==> src/rtl/sprite_pixel_engine.sv <==
// Animated sprite pixel pipeline: box hit -> ROM address -> palette colour; 3-cycle latency, no backpressure.
// Horizontal mirroring is built only when SPRITE_FLIP_EN is defined; flip_h is otherwise ignored.
module sprite_pixel_engine #(
    parameter int SPR_W  = 64,
    parameter int SPR_H  = 64,
    parameter int FRAMES = 4,
    parameter int IDX_W  = 3,
    parameter int HOLD   = 6,
    parameter int LOOP   = 1,
    localparam int ADDR_W = $clog2(SPR_W*SPR_H*FRAMES)
) (
    input  logic              vga_clk,
    input  logic              reset_n,
    input  logic [9:0]        draw_x,
    input  logic [9:0]        draw_y,
    input  logic              blank,
    input  logic [9:0]        sprite_x,
    input  logic [9:0]        sprite_y,
    input  logic              flip_h,
    input  logic              frame_tick,
    input  logic              anim_start,
    output logic [ADDR_W-1:0] rom_addr,
    input  logic [IDX_W-1:0]  rom_q,
    input  logic              pal_we,
    input  logic [IDX_W-1:0]  pal_waddr,
    input  logic [11:0]       pal_wdata,
    output logic [3:0]        red,
    output logic [3:0]        green,
    output logic [3:0]        blue,
    output logic              pixel_valid,
    output logic              anim_done
);

    localparam int FR_W   = (FRAMES > 1) ? $clog2(FRAMES) : 1;
    localparam int HOLD_W = (HOLD > 1) ? $clog2(HOLD) : 1;
    localparam int PAL_N  = 2**IDX_W;

    logic [FR_W-1:0]   r_frame;
    logic [HOLD_W-1:0] r_hold;
    logic              r_done;
    logic [ADDR_W-1:0] r_rom_addr;
    logic              r_vld0;
    logic              r_vld1;
    logic [11:0]       r_rgb;
    logic              r_pix_vld;
    logic [11:0]       r_pal [PAL_N];

    logic [10:0]       w_x_end;
    logic [10:0]       w_y_end;
    logic              w_hit;
    logic [9:0]        w_dx;
    logic [9:0]        w_dy;
    logic [9:0]        w_col;
    logic [ADDR_W-1:0] w_addr;
    logic              w_hold_end;
    logic              w_last;
    logic [FR_W-1:0]   w_frame_nxt;

    // 11-bit box limits so a sprite near x/y=1023 cannot wrap into a low-coordinate hit
    assign w_x_end = {1'b0, sprite_x} + 11'(SPR_W);
    assign w_y_end = {1'b0, sprite_y} + 11'(SPR_H);
    assign w_hit   = (draw_x >= sprite_x) && ({1'b0, draw_x} < w_x_end) &&
                     (draw_y >= sprite_y) && ({1'b0, draw_y} < w_y_end);
    assign w_dx    = draw_x - sprite_x;
    assign w_dy    = draw_y - sprite_y;

`ifdef SPRITE_FLIP_EN
    assign w_col = flip_h ? (10'(SPR_W-1) - w_dx) : w_dx;
`else
    logic w_unused_flip;
    assign w_unused_flip = flip_h;
    assign w_col = w_dx;
`endif

    assign w_addr = ADDR_W'(int'(r_frame) * (SPR_W*SPR_H) + int'(w_dy) * SPR_W + int'(w_col));

    // Stage 0/1: address register plus a valid that tracks each address to its rom_q sample
    always_ff @(posedge vga_clk or negedge reset_n) begin
        if (!reset_n) begin
            r_rom_addr <= '0;
            r_vld0     <= 1'b0;
            r_vld1     <= 1'b0;
        end else begin
            if (w_hit)
                r_rom_addr <= w_addr;
            r_vld0 <= w_hit && blank;
            r_vld1 <= r_vld0;
        end
    end

    always_ff @(posedge vga_clk or negedge reset_n) begin
        if (!reset_n) begin
            r_rgb     <= '0;
            r_pix_vld <= 1'b0;
        end else if (r_vld1 && (rom_q != '0)) begin
            r_rgb     <= r_pal[rom_q];
            r_pix_vld <= 1'b1;
        end else begin
            r_rgb     <= '0;
            r_pix_vld <= 1'b0;
        end
    end

    // Palette read above sees pre-edge contents, so same-cycle write returns old data
    always_ff @(posedge vga_clk or negedge reset_n) begin
        if (!reset_n) begin
            for (int i = 0; i < PAL_N; i++)
                r_pal[i] <= '0;
        end else if (pal_we) begin
            r_pal[pal_waddr] <= pal_wdata;
        end
    end

    always_comb begin
        w_hold_end  = (r_hold == HOLD_W'(HOLD-1));
        w_last      = (r_frame == FR_W'(FRAMES-1));
        w_frame_nxt = r_frame;
        if (!w_last)
            w_frame_nxt = r_frame + 1'b1;
        else if (LOOP != 0)
            w_frame_nxt = '0;
    end

    always_ff @(posedge vga_clk or negedge reset_n) begin
        if (!reset_n) begin
            r_frame <= '0;
            r_hold  <= '0;
            r_done  <= 1'b0;
        end else if (anim_start) begin
            r_frame <= '0;
            r_hold  <= '0;
            r_done  <= 1'b0;
        end else if (frame_tick) begin
            if (w_hold_end) begin
                r_hold  <= '0;
                r_frame <= w_frame_nxt;
                r_done  <= (LOOP == 0) && (w_frame_nxt == FR_W'(FRAMES-1));
            end else begin
                r_hold <= r_hold + 1'b1;
            end
        end
    end

    assign rom_addr    = r_rom_addr;
    assign red         = r_rgb[11:8];
    assign green       = r_rgb[7:4];
    assign blue        = r_rgb[3:0];
    assign pixel_valid = r_pix_vld;
    assign anim_done   = r_done;

endmodule

==> config.mk <==
export PLATFORM = sky130hd
export DESIGN_NAME = sprite_pixel_engine
export DESIGN_NICKNAME = d
export VERILOG_FILES = /design/src/rtl/sprite_pixel_engine.sv
export SDC_FILE = /design/constraint.sdc
export NUM_CORES = 1
export LEC_CHECK = 0
export CAP_MARGIN = 20
export CORE_UTILIZATION = 60
export CTS_CLUSTER_SIZE = 40
export DETAILED_ROUTE_END_ITERATION = 16
export PLACE_DENSITY = 0.86
export RECOVER_POWER = 25
export REMOVE_ABC_BUFFERS = 1
export SLEW_MARGIN = 20
export SYNTH_ARGS = -nofsm -noshare
export SYNTH_HDL_FRONTEND = slang
export SYNTH_SLANG_ARGS = --single-unit
==> constraint.sdc <==
create_clock -name vga_clk -period 2.6 [get_ports vga_clk]
set_input_delay 0.26 -clock vga_clk [delete_from_list [all_inputs] [get_ports vga_clk]]
set_output_delay 0.26 -clock vga_clk [all_outputs]
set_load 0.02 [all_outputs]
==> results of run 1 <==
==> power groups by stage <==
stage | clock network, mW | logic, mW | registers, mW
after floorplan | 0 | 0.992 | 2.80
after global placement | 0 | 1.79 | 2.72
after detailed placement | 0 | 1.88 | 2.76
after CTS | 2.34 | 1.99 | 2.76
after global routing | 2.44 | 2.23 | 2.82
final | 2.33 | 2.10 | 2.79
==> per-layer routing <==
layer | GRT usage | vias to the layer above | wire length, µm
li1 | - | 2195 | -
met1 | 0.367 | 2499 | 6960
met2 | 0.569 | 234 | 9470
met3 | 0.0699 | 67 | 1040
met4 | 0.161 | 0 | 800
met5 | 0 | - | 0
==> tightest hold or removal path, delay by kind of cell <==
kind	cells	cell delay, ns
buffers and inverters	2	0.21
AOI/OAI and AO/OA	1	0.09
adders and majority gates	1	0.14
==> cell families after synthesis <==
kind of cell               Yosys count
other                                1
muxes                              146
adders and majority gates           39
AOI/OAI and AO/OA                   59
buffers and inverters               49
DFF                                130
xor gates and xnor gates            24
and+or+nand+nor                     68
==> state kept, by name, summed over array words and instances (netlist names) <==
name and count:
r_pal 96, pixel_valid 1, r_frame 2, r_hold 3
r_vld0 1, r_vld1 1, r_rgb 12, rom_addr 14
==> final timing paths <==
kind | startpoint | endpoint | slack [ns] | cells past startpoint
min in group asynchronous | reset_n | r_pal[23] | 0.55 | 2
hold / removal | sprite_x[0] | rom_addr[0] | 0.35 | 4
setup reg to reg | r_frame[1] | rom_addr[13] | 0.98 | 5
hold reg to reg | r_vld0 | r_vld1 | 0.39 | 0
setup / recovery | draw_y[0] | rom_addr[13] | -0.20 | 13
max in group asynchronous | reset_n | r_pal[13] | 0.35 | 3
==> timing repair <==
item / CTS / global route
hold buffers: 1 / 0
pin swaps: 22 / 20
endpoints found under the hold margin: 16 / 0
buffers inserted: 4 / 6
resized for setup: 69 / 12
setup endpoints to repair: 13 / 13
==> layout make-up <==
class | instances | area [µm²]
Fill cell | 543 | 1820
Timing Repair Buffer | 164 | 1450
Multi-Input combinational cell | 337 | 3590
Clock buffer | 23 | 478
Sequential cell | 130 | 3250
Clock inverter | 9 | 105
Tap cell | 140 | 175
Inverter | 29 | 111
==> synthesized netlist by cell type (6+ instances only) <==
| library cell | n | area (µm²) |
|---|---|---|
| dfrtp_1 | 130 | 3250 |
| mux2_2 | 101 | 1140 |
| ha_1 | 36 | 450 |
| inv_1 | 29 | 109 |
| nor2_1 | 25 | 93.8 |
| mux4_2 | 24 | 541 |
| a21oi_1 | 21 | 105 |
| xnor2_1 | 15 | 131 |
| mux2i_1 | 13 | 130 |
| nand2_1 | 11 | 41.3 |
| o21ai_0 | 11 | 55.1 |
| clkbuf_1 | 10 | 37.5 |
| xor2_1 | 9 | 78.8 |
| mux2_4 | 8 | 120 |
| a21o_1 | 6 | 45.0 |
| nand3_1 | 6 | 30.0 |
==> metrics by stage <==
step | hold slack (ns) | instance area, µm² | instances
after floorplan | -0.0356 | 6730 | 496
after global placement | 0.142 | 8320 | 790
after detailed placement | 0.149 | 8320 | 790
after CTS | 0.261 | 9100 | 826
after global routing | 0.326 | 9160 | 832
final | 0.349 | 9160 | 832
==> flow_metrics.py, run 1 <==
metrics = {
    "outcome": {
        "outcome": "finished with violations",
        "violations": "negative setup slack",
    },
    "pwr": {
        "p_leak_nw": 4.14,
        "p_seq_frac": 0.386,
        "power.share.switching": 0.287,
        "intPower_mw": 5.15,
        "p_total_mw": 7.22,
        "peakVddDrop_uv": 656,
        "p_sw_mw": 2.07,
        "pwr-share-comb": 0.291,
        "cellPowerDensity_nw_per_um2": 788,
        "pwr-share-clk": 0.322,
    },
    "synthesis": {
        "synth_mux_area_frac": 0.282,
        "synthXorXnorAreaFrac": 0.0308,
        "postSynthCellCount": 516,
        "ys_ff_latch": 130,
        "syn_area_per_cell_um2": 13.2,
        "synth_top_family_by_area": "multiplexers",
        "syn_area_um2": 6830,
        "yosys_warnings": 0,
        "async_flop_share": 1.00,
        "synthSimpleGateAreaFrac": 0.0505,
        "synthFlopType": "dfrtp_1",
        "synth_cell_types": 48,
        "seq_area_frac_synth": 0.476,
        "synth_compound_area_frac": 0.0540,
        "synth-edff-count": 0,
        "synth_fa_ha_area_frac": 0.0747,
    },
    "critical_path": {
        "arrival_ns": 3.10,
        "max_stage_delay_ns": 0.50,
        "crit_slowest_cell": "fa_1",
        "crit_buf_inv": 3,
        "worstPathRequired_ns": 2.90,
        "path_max_fanout": 2,
        "crit_family": "adder cells",
        "cp-end-kind": "flip-flop",
        "cp_cell_sequence": "clkdlybuf4s50_1 -> inv_1 -> ha_1 -> inv_1 -> fa_1 -> ha_1 -> a211oi_2 -> nor2_2 -> nor2_1 -> nor2_1 -> a31oi_1 -> xnor2_1 -> mux2_4",
        "start_kind": "primary input",
        "path_class": "in2reg",
    },
    "clock_tree": {
        "cts-root-buf": "clkbuf_16",
        "clk_latency_ns": 0.41,
        "cts_sinks": 130,
        "clk_pin_slew_ns": 0.05,
        "cts_buffer_depth": 2,
        "cts_tree": "yes",
        "numCtsBuffers": 17,
        "htree_levels": 4,
    },
    "place": {
        "gp_congestion": 0.833,
        "dp_hpwl_um": 10900,
        "port_buffers": 90,
        "pre_cts_ws_ns": -1.01,
    },
    "cells_and_area": {
        "area_growth_syn_to_layout_pct": 34.0,
        "num_antenna_cells": 0,
        "final_common_cell": "dfrtp_1",
        "layout.nets": 783,
        "final_cell_mix": "130 x dfrtp_1, 100 x mux2_2, 74 x clkdlybuf4s50_1",
        "layout.core_utilization": 0.834,
        "drive_above_1_share": 0.409,
    },
    "routing": {
        "detail_route.wl_per_cell_um": 22.0,
        "first_pass_iters": 4,
        "vias": 4995,
        "wirelength_um": 18300,
        "dr.first_iter.drc_count": 261,
        "drc_errors": 0,
        "ant_nets": 0,
        "drt-vias-per-instance": 6.00,
    },
    "sta": {
        "worst_slack_ns": -0.203,
        "min_period_over_period": 1.08,
        "worst_pin_slew_ns": 1.08,
        "hold_violations": 0,
        "fmax_mhz": 357,
        "relSlewSlack": 0.280,
        "skew_ns": 0.00710,
        "finalSetupViolCount": 4,
        "rsz0062_at_grt": "yes",
        "fin_crit_ns": 2.80,
        "finalMaxSlewViolations": 0,
        "setup-tns-final_ns": -0.661,
    },
    "floorplan": {
        "fp.dieW_um": 109,
        "core_area_um2": 11000,
        "ios": 93,
        "rows": 38,
        "dieArea_um2": 11800,
        "dieHeight_um": 109,
        "start_util": 0.622,
    },
    "global_routing": {
        "gr-usage-all-layers": 0.322,
        "grt_max_degree": 82,
        "antenna_found_initial": 0,
        "grt_pass1_wl_um": 27700,
        "grt_pass1_vias": 5408,
        "gr-total-overflow": 0,
    },
    "job": {
        "cap_viol_max_count": 0,
    },
    "min_path": {
        "min_path_type": "in2reg",
    },
}
(Power assumes the default switching activity.)
==> run 2: changes to the inputs <==
- TNS_END_PERCENT: default -> 1
==> flow_metrics.py, run 2 (synthesized netlist as in run 1, its figures left out) <==
metrics = {
    "floorplan": {
        "fp.dieW_um": 109,
        "rows": 38,
        "core_area_um2": 11000,
        "dieHeight_um": 109,
        "ios": 93,
        "dieArea_um2": 11800,
        "start_util": 0.622,
    },
    "cells_and_area": {
        "stdcell_count": 831,
        "largest_register_ff_count": 96,
        "drive_above_1_share": 0.408,
        "area_growth_syn_to_layout_pct": 33.7,
        "final_cell_mix": "130 x dfrtp_1, 100 x mux2_2, 75 x clkdlybuf4s50_1",
        "layout.core_utilization": 0.832,
        "top_register": "r_pal",
        "layout.nets": 782,
        "num_antenna_cells": 0,
        "final_area_um2": 9140,
        "final_common_cell": "dfrtp_1",
    },
    "place": {
        "port_buffers": 90,
        "dpl.cell_count": 790,
        "dp_hpwl_um": 10900,
        "gp_congestion": 0.833,
        "placement.cell_area_um2": 8320,
    },
    "min_path": {
        "min_path_type": "in2reg",
    },
    "global_routing": {
        "grt_pass1_wl_um": 27700,
        "antenna_found_initial": 0,
        "gr-usage-all-layers": 0.322,
        "grt_max_degree": 82,
        "gr-total-overflow": 0,
        "grt_pass1_vias": 5408,
    },
    "critical_path": {
        "arrival_ns": 3.06,
        "cp-end-kind": "flip-flop",
        "path_class": "in2reg",
        "worstPathRequired_ns": 2.89,
        "start_kind": "primary input",
        "path_max_fanout": 2,
    },
    "clock_tree": {
        "numCtsBuffers": 17,
        "cts_sinks": 130,
        "cts-root-buf": "clkbuf_16",
        "clk_pin_slew_ns": 0.05,
        "cts_tree": "yes",
        "clk_latency_ns": 0.41,
        "cts_buffer_depth": 2,
        "htree_levels": 4,
    },
    "pwr": {
        "peakVddDrop_uv": 648,
        "pwr-share-clk": 0.321,
        "p_leak_nw": 4.12,
        "pwr-share-comb": 0.292,
        "power.share.switching": 0.288,
        "p_seq_frac": 0.387,
        "cellPowerDensity_nw_per_um2": 791,
        "intPower_mw": 5.15,
        "p_sw_mw": 2.08,
    },
    "routing": {
        "wirelength_um": 18500,
        "drt-vias-per-instance": 5.99,
        "drc_errors": 0,
        "ant_nets": 0,
        "first_pass_iters": 4,
        "vias": 4979,
        "detail_route.wl_per_cell_um": 22.2,
        "dr.first_iter.drc_count": 282,
    },
    "sta": {
        "skew_ns": 0.00697,
        "fin_crit_ns": 2.77,
        "worst_slack_ns": -0.167,
        "worst_pin_slew_ns": 1.08,
        "min_period_over_period": 1.06,
        "relSlewSlack": 0.281,
        "fmax_mhz": 361,
        "holdWs_ns": 0.333,
        "finalMaxSlewViolations": 0,
        "finalSetupViolCount": 4,
        "hold_violations": 0,
        "rsz0062_at_grt": "yes",
    },
    "job": {
        "cap_viol_max_count": 0,
    },
    "outcome": {
        "violations": "negative setup slack",
        "outcome": "finished with violations",
    },
}
==> run 2: power groups by stage <==
stage	registers, mW	logic [mW]	clock network [mW]
after CTS	2.76	1.99	2.34
after detailed placement	2.76	1.88	0
after floorplan	2.80	0.992	0
final	2.80	2.11	2.32
after global routing	2.83	2.23	2.44
after global placement	2.72	1.79	0
==> run 2: layout make-up <==
type / instances / area [µm²]
Multi-Input combinational cell: 337 / 3580
Tap cell: 140 / 175
Timing Repair Buffer: 163 / 1440
Clock inverter: 9 / 105
Sequential cell: 130 / 3250
Clock buffer: 23 / 478
Inverter: 29 / 111
Fill cell: 552 / 1840
==> run 2: path summary, 6_finish.rpt <==
| kind | cells past startpoint | endpoint | from | slack (ns) |
|---|---|---|---|---|
| max | 16 | rom_addr[13] | sprite_x[1] | -0.17 |
| min | 4 | rom_addr[0] | sprite_x[0] | 0.33 |
| max reg2reg | 5 | rom_addr[13] | r_frame[1] | 0.99 |
| min reg2reg | 0 | r_vld1 | r_vld0 | 0.40 |
| max in group asynchronous | 3 | r_pal[13] | reset_n | 0.38 |
| min in group asynchronous | 2 | r_pal[23] | reset_n | 0.53 |
==> run 2: repair_timing <==
item | 4_1_cts | 5_1_grt
hold buffers | 1 | 0
gates resized for setup | 69 | 9
endpoints found under the hold margin | 16 | 0
pin swaps | 22 | 18
endpoints found under the setup margin | 13 | 13
setup buffers | 4 | 5
==> run 2: metal layers <==
layer,global-route usage,share of wire,vias up
met4,0.161,0.037,0
li1,-,-,2198
met2,0.569,0.53,215
met3,0.0699,0.051,57
met1,0.367,0.38,2509
met5,0,0,-
==> run 2: worst max-delay path: stages <==
cell      delay (ns)
buf_6           0.09
inv_2           0.08
ha_4            0.22
a21o_1          0.20
a221oi_4        0.31
o21ai_2         0.12
a21oi_2         0.21
xnor2_2         0.15
ha_1            0.29
a211oi_2        0.29
nor2_2          0.08
nor2_1          0.12
nor2_1          0.07
a31oi_1         0.20
xnor2_1         0.08
mux2_4          0.27
==> run 2: metrics by stage <==
step / setup WS [ns] / setup TNS (ns) / power, mW
after floorplan: -0.570 / -2.15 / 3.79
after global placement: -0.905 / -8.26 / 4.51
after detailed placement: -1.01 / -9.22 / 4.64
after CTS: 0.00142 / 0 / 7.09
after global routing: -0.303 / -1.92 / 7.49
final: -0.167 / -0.572 / 7.23
==> run 3: changes to the inputs <==
- SKIP_CTS_REPAIR_TIMING: default -> 1
==> flow_metrics.py, run 3 (synthesized netlist as in run 1, its figures left out) <==
metrics = {
    "outcome": {
        "outcome": "finished with violations",
        "violations": "negative setup slack",
    },
    "critical_path": {
        "cp-end-kind": "flip-flop",
        "path_max_fanout": 2,
        "arrival_ns": 3.06,
        "worstPathRequired_ns": 2.90,
        "path_class": "in2reg",
        "start_kind": "primary input",
    },
    "sta": {
        "finalMaxSlewViolations": 0,
        "rsz0062_at_grt": "yes",
        "finalSetupViolCount": 4,
        "hold_violations": 0,
        "worst_pin_slew_ns": 1.10,
        "fmax_mhz": 362,
        "fin_crit_ns": 2.76,
        "worst_slack_ns": -0.162,
        "holdWs_ns": 0.337,
        "setup-tns-final_ns": -0.523,
        "relSlewSlack": 0.265,
        "skew_ns": 0.00946,
        "min_period_over_period": 1.06,
    },
    "cells_and_area": {
        "final_area_um2": 9090,
        "area_growth_syn_to_layout_pct": 33.0,
        "num_antenna_cells": 0,
        "drive_above_1_share": 0.390,
        "fillers": 567,
        "seqCellArea_um2": 3250,
        "layout.core_utilization": 0.828,
        "final_cell_mix": "130 x dfrtp_1, 100 x mux2_2, 77 x clkdlybuf4s50_1",
        "top_register": "r_pal",
        "largest_register_ff_count": 96,
        "multi_input_area_um2": 3550,
        "layout.nets": 776,
        "final_common_cell": "dfrtp_1",
    },
    "routing": {
        "drt-vias-per-instance": 5.95,
        "ant_nets": 0,
        "wirelength_um": 17300,
        "vias": 4907,
        "dr.first_iter.drc_count": 232,
        "first_pass_iters": 6,
        "detail_route.wl_per_cell_um": 20.9,
        "drc_errors": 0,
    },
    "pwr": {
        "intPower_mw": 5.12,
        "power.share.switching": 0.281,
        "p_total_mw": 7.12,
        "cellPowerDensity_nw_per_um2": 783,
        "p_sw_mw": 2.00,
        "pwr-share-clk": 0.327,
        "peakVddDrop_uv": 649,
        "p_leak_nw": 4.14,
        "p_seq_frac": 0.390,
        "pwr-share-comb": 0.282,
    },
    "floorplan": {
        "dieArea_um2": 11800,
        "fp.dieW_um": 109,
        "dieHeight_um": 109,
        "ios": 93,
        "core_area_um2": 11000,
        "start_util": 0.622,
        "rows": 38,
    },
    "clock_tree": {
        "clk_pin_slew_ns": 0.05,
        "clk_latency_ns": 0.42,
        "cts_tree": "yes",
        "cts_buffer_depth": 2,
        "numCtsBuffers": 17,
        "cts_sinks": 130,
        "cts-root-buf": "clkbuf_16",
        "htree_levels": 4,
    },
    "min_path": {
        "min_path_type": "in2reg",
    },
    "global_routing": {
        "grt_max_degree": 82,
        "grt_pass1_wl_um": 25800,
        "grt_pass1_vias": 5216,
        "gr-usage-all-layers": 0.301,
        "antenna_found_initial": 0,
        "gr-total-overflow": 0,
    },
    "place": {
        "port_buffers": 90,
        "gp_congestion": 0.833,
        "dp_hpwl_um": 10900,
        "placement.cell_area_um2": 8320,
    },
    "job": {
        "cap_viol_max_count": 0,
    },
}
==> run 3: cell type report <==
type | instances | share of cell area
multi-input cells | 337 | 0.391
flip-flops and latches | 130 | 0.358
repair buffers | 157 | 0.155
clock buffers | 23 | 0.0526
well taps | 140 | 0.0193
inverters | 29 | 0.0125
clock inverters | 9 | 0.0116
==> run 3: worst paths after layout <==
kind,start,endpoint,slack [ns],depth (start not counted)
max in group asynchronous,reset_n,r_pal[49],0.32,3
setup / recovery,draw_x[0],rom_addr[12],-0.16,18
hold / removal,sprite_x[0],rom_addr[0],0.34,4
setup reg to reg,r_frame[1],rom_addr[13],1.02,5
hold reg to reg,r_vld0,r_vld1,0.39,0
min in group asynchronous,reset_n,r_pal[23],0.55,2
==> run 3: worst max-delay path, stage by stage <==
cell and delay (ns):
buf_6 0.10, inv_4 0.04, ha_4 0.12, inv_4 0.03
fa_1 0.38, a21o_1 0.19, a21oi_2 0.16, o21bai_1 0.08
a21oi_1 0.16, xnor2_1 0.09, ha_1 0.21, fa_1 0.41
a21o_1 0.21, a21oi_2 0.15, nor2_1 0.06, nand2_1 0.07
xnor2_1 0.06, mux2_4 0.26
==> run 3: power by group through the flow <==
| stage | clock network, mW | logic, mW | registers (mW) |
|---|---|---|---|
| 2_1_floorplan | 0 | 0.992 | 2.80 |
| 3_3_place_gp | 0 | 1.79 | 2.72 |
| 3_5_place_dp | 0 | 1.88 | 2.76 |
| 4_1_cts | 2.34 | 1.92 | 2.76 |
| 5_1_grt | 2.44 | 2.15 | 2.82 |
| 6_report | 2.33 | 2.01 | 2.78 |
==> run 3: layer usage <==
layer / track usage / wire (µm) / vias to the layer above
met3: 0.0699 / 878 / 47
met5: 0 / 0 / -
met2: 0.531 / 9110 / 194
met4: 0.132 / 515 / 0
met1: 0.348 / 6780 / 2482
li1: - / - / 2184
==> run 3: metrics by stage <==
step                      setup slack (ns)  instances
after global placement              -0.905        790
after global routing                -0.316        825
after CTS                           -0.577        822
final                               -0.162        825
after floorplan                     -0.570        496
after detailed placement             -1.01        790
==> patch, RTL diff (settings of run 1) <==
Set the parameter `HOLD` to 5 (it was 6).
--- a/src/rtl/sprite_pixel_engine.sv
+++ b/src/rtl/sprite_pixel_engine.sv
@@ -6,5 +6,5 @@
     parameter int FRAMES = 4,
     parameter int IDX_W  = 3,
-    parameter int HOLD   = 6,
+    parameter int HOLD   = 5,
     parameter int LOOP   = 1,
     localparam int ADDR_W = $clog2(SPR_W*SPR_H*FRAMES)
Check against the original RTL: not equivalent (a bounded check fails within 10 cycles, from zero or initial values and one cycle with reset_n low).
==> patch against run 1 <==
  * Worst hold slack worse by 0.13 ns
  * First-iteration DRC count fell by 8.0%
  * Sequential share of layout area down 0.78 points
  * The flow still finishes with violations (setup timing)
  * Sequential cell count unchanged
  * Largest cell class unchanged
  * Synthesized area is 2.1% higher
  * Wire length is 5.0% lower
  * Clock power up 7%
  * Via count increased by 1.7%
  * Final area is 2.3% higher
  * Total power grew 0.99%
  * Worst setup slack got worse by 0.043 ns
==> patch: results (changes against run 1) <==
[cts]
post_cts_buffers=7  ; +3

[route]
drt-met1-wl_mm=6.769  ; -2.7%
drt-pass1-iter-count=4  ; unchanged
drt_iter0_drc=240  ; -8.0%
dr_wl_met2_mm=9.178  ; -3.1%
viasPerCell=5.902  ; -1.7%
wl_met3_um=918  ; -12%
routedWlPerCell_um=20.16  ; -8.2%

[layout]
drive_gt1_frac=0.4025  ; -0.006453
num-nets-final=811  ; +3.6%
fill_cells=616  ; +13%
fin_cells=861  ; +3.5%

[placement]
placed_cells=820  ; +3.8%
place.gp.congestion=0.8227  ; -1.2%
dpl_cell_area_um2=8541  ; +2.7%
dp_slack_ns=-1.165  ; -0.1581 ns
hpwl_mm=11.05  ; +1.4%

[critical_path]
slowest_stage=o31a_1
critPathMaxStageDelay_ns=0.34  ; -0.16 ns
critPathLaunch=sprite_x[3]
cpLargestDelayFamily=compound AO/OA/AOI/OAI gates
rr_worst_depth=6  ; +1
timing.critical_path.arrival_ns=3.15  ; +0.05 ns

[power_and_ir_drop]
comb-power_uw=2050  ; -2%
ir_drop_mv=0.5821  ; -11%
internal_power_uw=5281  ; +2.6%
p_leak_uw=0.004282  ; +3.5%

[sta]
setup_viol=5  ; +1
final.setup.tns_ns=-0.6600  ; +0.001121 ns
worst_hold_slack_ns=0.2204  ; -0.1282 ns
tightest_slew_ns=1.157  ; +0.07722 ns
finalWorstSetupSlack_ns=-0.2467  ; -0.04340 ns
finClkSkew_ns=0.005527  ; -0.001576 ns

[run_status]
status=finished with violations
violations=setup timing

[grt]
grt_usage=0.3083  ; -0.01330
grt_pass1_vias=5538  ; +2.4%
grt_max_degree=47  ; -43%
grt_pass1_wl_mm=27.33  ; -1.3%
use_met2=0.5429  ; -0.02631

[logic_synthesis]
synth.area.top_cells=dfrtp_1, mux2_2, mux4_2
synth_common_cells=dfrtp_1, mux2_2, inv_1, ha_1, nor2_1
syn_avg_cell_area_um2=13.11  ; -0.98%

[min_path]
min_path_cells=3  ; -1

-- patch: cell types whose count changed after synthesis, moves of 4 or more --
| cell | change |
|---|---|
| a21oi_1 | -10 |
| a21oi_2 | +4 |
| inv_1 | +10 |
| mux2i_1 | +5 |
| nand2_1 | -5 |
| nand3_1 | +5 |
| nand4_1 | +5 |
| nor2_1 | +4 |
| xor2_1 | -5 |
-- patch: area by class of cell --
| cell class | count | area share |
|---|---|---|
| Multi-Input combinational cell | 344 | 0.3874 |
| Sequential cell | 130 | 0.3473 |
| Clock buffer | 18 | 0.04689 |
| Timing Repair Buffer | 173 | 0.1631 |
| Inverter | 39 | 0.01616 |
| Tap cell | 143 | 0.01910 |
| Clock inverter | 14 | 0.02004 |
-- patch: cells by family after synthesis --
logic type / count (synthesis) / synth area share
buf+inv: 58 / 0.03443
fa+ha+maj: 41 / 0.07676
compound gates: 58 / 0.06097
other cells: 1 / 0.0005375
flops: 130 / 0.4663
xor+xnor: 19 / 0.02385
mux: 149 / 0.2792
simple gates: 76 / 0.05792
